<file path="src/rtl/dbus_xbar.sv">
// Data-bus router from the core data port to NS slaves, decoded on the top SW address bits.
// It adds per-slave ready/wait handshakes, a wait-state timeout, unmapped-region errors and a registered read return.
module dbus_xbar #(
  parameter int DW     = 16,
  parameter int AW     = 16,
  parameter int SW     = 3,
  parameter int NS     = 2,
  parameter int TO_CYC = 15
) (
  input  logic             clk,
  input  logic             rst_n,
  input  logic             m_req,
  input  logic             m_we,
  input  logic [AW-1:0]    m_addr,
  input  logic [DW-1:0]    m_din,
  output logic             m_ready,
  output logic             m_rvalid,
  output logic [DW-1:0]    m_dout,
  output logic             m_err,
  output logic [NS-1:0]    s_req,
  output logic             s_we,
  output logic [AW-SW-1:0] s_addr,
  output logic [DW-1:0]    s_din,
  input  logic [NS-1:0]    s_ready,
  input  logic [NS*DW-1:0] s_dout
);

  localparam int              CW       = (TO_CYC > 1) ? $clog2(TO_CYC) : 1;
  localparam bit              TO_EN    = (TO_CYC != 0);
  localparam logic [CW-1:0]   CNT_LAST = (TO_CYC > 0) ? CW'(TO_CYC - 1) : '0;
  localparam logic [CW-1:0]   CNT_MAX  = '1;
  localparam logic [SW:0]     NS_LIM   = (SW + 1)'(NS);

  typedef enum logic {
    ST_IDLE,
    ST_WAIT
  } state_e;

  state_e        state_q, state_d;
  logic [CW-1:0] cnt_q, cnt_d;
  logic          rd_q, rd_d;
  logic          err_q, err_d;
  logic [SW-1:0] sel_q, sel_d;

  logic [SW-1:0] idx;
  logic          mapped;
  logic          slave_ready;
  logic          timeout_now;
  logic          accept;
  logic [DW-1:0] rdata;

  assign idx    = m_addr[AW-1:AW-SW];
  assign mapped = ({1'b0, idx} < NS_LIM);

  assign s_we   = m_we;
  assign s_addr = m_addr[AW-SW-1:0];
  assign s_din  = m_din;

  // An unmapped index never matches a slave, so slave_ready stays 0 for it.
  always_comb begin
    slave_ready = 1'b0;
    for (int i = 0; i < NS; i++) begin
      if (idx == SW'(i)) slave_ready = s_ready[i];
    end
  end

  assign timeout_now = TO_EN && (state_q == ST_WAIT) && (cnt_q == CNT_LAST);
  assign m_ready     = m_req & (~mapped | slave_ready | timeout_now);
  assign accept      = m_req & m_ready;

  always_comb begin
    s_req = '0;
    if (rst_n && m_req && mapped && !timeout_now) begin
      for (int i = 0; i < NS; i++) begin
        s_req[i] = (idx == SW'(i));
      end
    end
  end

  always_ff @(posedge clk or negedge rst_n) begin
    if (!rst_n) begin
      state_q <= ST_IDLE;
      cnt_q   <= '0;
      rd_q    <= 1'b0;
      err_q   <= 1'b0;
      sel_q   <= '0;
    end else begin
      state_q <= state_d;
      cnt_q   <= cnt_d;
      rd_q    <= rd_d;
      err_q   <= err_d;
      sel_q   <= sel_d;
    end
  end

  always_comb begin
    state_d = state_q;
    unique case (state_q)
      ST_IDLE: if (m_req && mapped && !slave_ready) state_d = ST_WAIT;
      ST_WAIT: if (!m_req || accept) state_d = ST_IDLE;
      default: state_d = ST_IDLE;
    endcase
  end

  // The first stalled cycle is spent in IDLE; the counter then runs 0.. through WAIT.
  always_comb begin
    cnt_d = '0;
    if (state_q == ST_WAIT && m_req && !accept) begin
      cnt_d = (cnt_q == CNT_MAX) ? cnt_q : cnt_q + 1'b1;
    end
  end

  always_comb begin
    rd_d  = accept & ~m_we;
    err_d = accept & (~mapped | timeout_now);
    sel_d = accept ? idx : sel_q;
  end

  always_comb begin
    rdata = '0;
    for (int i = 0; i < NS; i++) begin
      if (sel_q == SW'(i)) rdata = s_dout[i*DW +: DW];
    end
  end

  assign m_rvalid = rd_q;
  assign m_err    = err_q;
  assign m_dout   = (rd_q && !err_q) ? rdata : '0;

endmodule

</file>
<file path="config.mk">
export PLATFORM = sky130hd
export DESIGN_NAME = dbus_xbar
export DESIGN_NICKNAME = d
export VERILOG_FILES = /design/src/rtl/dbus_xbar.sv
export SDC_FILE = /design/constraint.sdc
export NUM_CORES = 1
export LEC_CHECK = 0
export CORE_ASPECT_RATIO = 1.4
export CORE_UTILIZATION = 28
export CTS_CLUSTER_DIAMETER = 30
export DETAILED_ROUTE_END_ITERATION = 8
export PLACE_DENSITY = 0.94
export REMOVE_ABC_BUFFERS = 1
export SYNTH_ARGS = -nofsm -noshare
export SYNTH_HDL_FRONTEND = slang
export SYNTH_SLANG_ARGS = --single-unit
export TNS_END_PERCENT = 50
</file>
<file path="constraint.sdc">
create_clock -name clk -period 4.7 [get_ports clk]
set_clock_uncertainty 0.05 [all_clocks]
set_input_delay 0.94 -clock clk [delete_from_list [all_inputs] [get_ports clk]]
set_output_delay 0.94 -clock clk [all_outputs]
set_load 0.01 [all_outputs]
</file>
# ---- Yosys cells after proc, flatten, opt, wreduce, memory -nomap -nowiden
# Index checks and enable logic that the tools add are counted.
dict set report totals {
  regBits 10
  inputBits 70
  output_inout_bits 51
  wordCells 50
}
dict set report classes {
  addsub 1
  order_cmp 1
  eq_ne 5
  n_mux 11
  n_bitwise 10
  reduce_logical 17
}
# op n
set ops {}
lappend ops {{$mux 16} 3}
lappend ops {{$logic_and 1x1->1} 9}
lappend ops {{$eq 4x4->1 const B} 2}
lappend ops {{$mux 4} 2}
lappend ops {{$eq 3x1->1 const B} 2}
lappend ops {{$logic_not 3->1} 2}
lappend ops {{$logic_not 1->1} 5}
lappend ops {{$add 4x1->4 const B} 1}
lappend ops {{$and 1x1->1} 4}
lappend ops {{$mux 1} 4}
lappend ops {{$lt 3x2->1 const B} 1}
lappend ops {{$not 1->1} 3}
lappend ops {{$or 1x1->1} 3}
lappend ops {{$mux 2} 1}
lappend ops {{$ne 2x2->1 const B} 1}
lappend ops {{$pmux 1 s2} 1}
lappend ops {{$logic_or 1x1->1} 1}

# ---- Depth between registers and ports, before layout
dict set report logic_depth {
  ltp_word 10
  depth_mapped 5
  ltp_nobuf 5
}

# ---- Least setup slack after synthesis
# No wires, ideal clock.
dict set report synth_path {
  path_type {input -> output}
  from {input port m_addr[13]}
  to {output port m_ready}
  arrival_ps 1638
  t_required_ps 3710
  path_slack_ps 2072
  stages 3
  n_path_buf 0
  path_cell_list {mux2_4 o31ai_4 inv_1}
}
dict set report synth_via {
  elab_chain_cells 6
  word_cells_on_any_way 9
  classes_between {1 x order compare; 1 x eq/ne; 2 x mux; 4 x bitwise; 1 x reduce/logical}
}
# item line
set synth_lines {}
lappend synth_lines {{start, declared} 14} ;# input logic [AW-1:0] m_addr,
lappend synth_lines {{$logic_not 3->1} 63} ;# if (idx == SW'(i)) slave_ready = s_ready[i];
lappend synth_lines {{$mux 1 (2 in a row)} 63}
lappend synth_lines {{$or 1x1->1 * (2 in a row)} 68} ;# assign m_ready = m_req & (~mapped | slave_ready | timeout_now);
lappend synth_lines {{$and 1x1->1 *} 68}
lappend synth_lines {{end, declared} 16} ;# output logic m_ready,
# Every way passes the cells marked *; elsewhere a longest branch is shown, timed or not.

# ---- Worst setup path after layout
# Ends and elaborated chain as after synthesis.

==> impl_results.md <==
* Placement Cell Area at 1390 µm²
* DRT antenna net count at 0
* Layout cell share with drive strength beyond 1 at 8.84%
* Async SR Flop Fraction at 100%
* Worst-margin pin slew at 0.952 ns
* Via Count at 972
* Worst Hold Depth at 1
* FF-to-FF path depth at 5
* Die height at 70.8 µm
* DIE AREA at 3620 µm²
* Ys flop type: dfrtp_1
* Area growth from synthesis to layout at 52.4%
* Worst-path clk slew at 0.05 ns
* CTS tree: done
* Critical path required time at 3.71 ns
* Total gr overflow at 0
* H-tree depth at 1
* Hold Path Class: reg -> reg
* Core area at 3150 µm²
* Fin area at 1440 µm²
* Clock latency at the later pin of the worst-skew pair at 0.24 ns
* Post-place setup slack at 0.974 ns
* Post-CTS Setup Bufs at 0
* Starting Density at 30.0%
* Sequential area share after synthesis at 26.5%
* Post-Synth Adder-Cell Area at 2.65%
* Die Span X at 51.1 µm
* Hold Slack at 0.490 ns
* Period Utilization, post-route at 79.2%
* Max clock buf depth at 2
* Routability Congestion at 0.720
* I/O pin total at 121
* First-pass GRT wire length at 4930 µm
* Syn avg cell area at 8.30 µm²
* Largest family of logic cells by synthesized area: buffers and inverters
* Antenna cells at 0
* Peak supply drop at 0.172 mV
* Post-synth top area cell: dfrtp_1
* Compound-gate portion of the synthesized area at 19.8%
* HPWL Detailed at 2950 µm
* Layout Utilization at 45.7%
* Post-cts gate resize count at 0
* IO Port Bufs at 62
* Via density per instance at 5.23
* #FFs+latches synth at 10
* Synth top area cells: dfrtp_1, buf_4, a22oi_1
* DR pass1 iterations at 4
* Num CTS Buffers at 3
* Cts hold-fix bufs at 0
* Number of enable flip-flop cells after synthesis at 0
* Clk sink count at 10
* DRC at 0
* Netlist Area Pre-Place at 946 µm²
* Yosys Warn Count at 0
* WP data arrival at 2.73 ns
* Final min period at 3.72 ns
* Pin count of the biggest net entering global routing at 17
* Antenna violations before repair at 0
* Finished Layout Cells at 186
* Outcome: completed
* Setup-failing EPs final at 0
* CP endpoint kind: output port
* MaxCap Viol Count at 0
* Most frequent cell after synthesis: buf_4
* DRT iter0 DRCs at 8
* TNS Setup at 0 ns
* Slew Limit Fails at 0
* Post-synthesis xor/xnor area fraction at 0.926%
* Yosys top cell area share at 26.5%
* Cell Pwr Density at 199 nW/µm²
* CP max FO at 5
* Fillers at 307
* Post-Synthesis Cells at 114
* Post-synthesis mux area share at 2.78%
* RSZ-0062 raised after global routing: no
* All-Layer GR Usage at 19.5%
* Total power at 287 µW
* Yosys cell types at 29
* Post-Synth Simple-Gate Area at 20.2%
* Startpoint types: input port
* Hold Vio Cnt, Final at 0
* Max Freq at 0.269 GHz
* Dpl cells at 182
* Synth top cells by count: buf_4, nor2_1, a22oi_1
* Leak pwr at 0.532 nW
* Clock root buffer: clkbuf_8
* Critical path class: in -> out
* Final setup margin at 0.976 ns
* Wire per inst at 19.2 µm
* Final net count at 220
* Vias in the first global route at 923
* Max-slew headroom at 36.2%
* Row cnt at 24
* Routed wire length at 3570 µm
[critical path, stage by stage]
cell	delay, ns
clkdlybuf4s50_1	0.56
mux2_4	0.35
o31ai_4	0.33
inv_1	0.07
clkdlybuf4s50_1	0.48
[registers in the layout, indices dropped and copies added (netlist names)]
name and flops:
m_err 1, cnt_q 4, state_q 1, sel_q 3, m_rvalid 1
[report_power, final]
part           total (mW)  switching, mW  internal (mW)
Combinational      0.0850         0.0320         0.0530
Sequential         0.0941        0.00358         0.0905
Clock               0.108         0.0346         0.0737
Total               0.287         0.0702          0.217
[cells in the final DEF, fill, tap and decap left out, types with 2 or more instances in the layout]
| cell type | n |
|---|---|
| nor2_1 | 23 |
| a22oi_1 | 16 |
| nand3_1 | 2 |
| nand4_1 | 2 |
| dfrtp_1 | 10 |
| a22o_1 | 2 |
| clkbuf_8 | 4 |
| ha_1 | 2 |
| clkdlybuf4s50_1 | 62 |
| inv_1 | 4 |
[logic make-up (layout without fill, tap and decap cells)]
| kind of cell | Yosys count | in the layout |
|---|---|---|
| and+or+nand+nor | 38 | 38 |
| buffers and inverters | 38 | 71 |
| AOI/OAI and AO/OA | 23 | 23 |
| DFF | 10 | 10 |
| adders and majority gates | 2 | 2 |
| muxes | 2 | 2 |
| xor gates and xnor gates | 1 | 1 |
[metal layers]
layer	up-vias	part of all wire, %	track usage [%]
met2	87	42	30.0
met1	445	35	18.7
met3	4	21	16.8
li1	436	-	-
met4	0	0.87	7.41
met5	-	0	0
[path summary, 6_finish.rpt]
kind | endpoint | slack, ns | startpoint
setup / recovery | m_ready | 0.98 | m_addr[13]
hold / removal | sel_q[0] | 0.49 | sel_q[0]
setup reg to reg | cnt_q[3] | 2.92 | cnt_q[0]
hold reg to reg | sel_q[0] | 0.49 | sel_q[0]
max in group asynchronous | sel_q[0] | 3.27 | rst_n
min in group asynchronous | m_rvalid | 0.99 | rst_n
[final cells by class]
class	instances	area (µm²)	share of cell area, %
flip-flops and latches	10	250	17.4
multi-input cells	66	444	30.8
inverters	4	15.0	1.04
well taps	39	48.8	3.39
repair buffers	63	628	43.6
clock buffers	4	55.1	3.82
(Power assumes the default switching activity.)
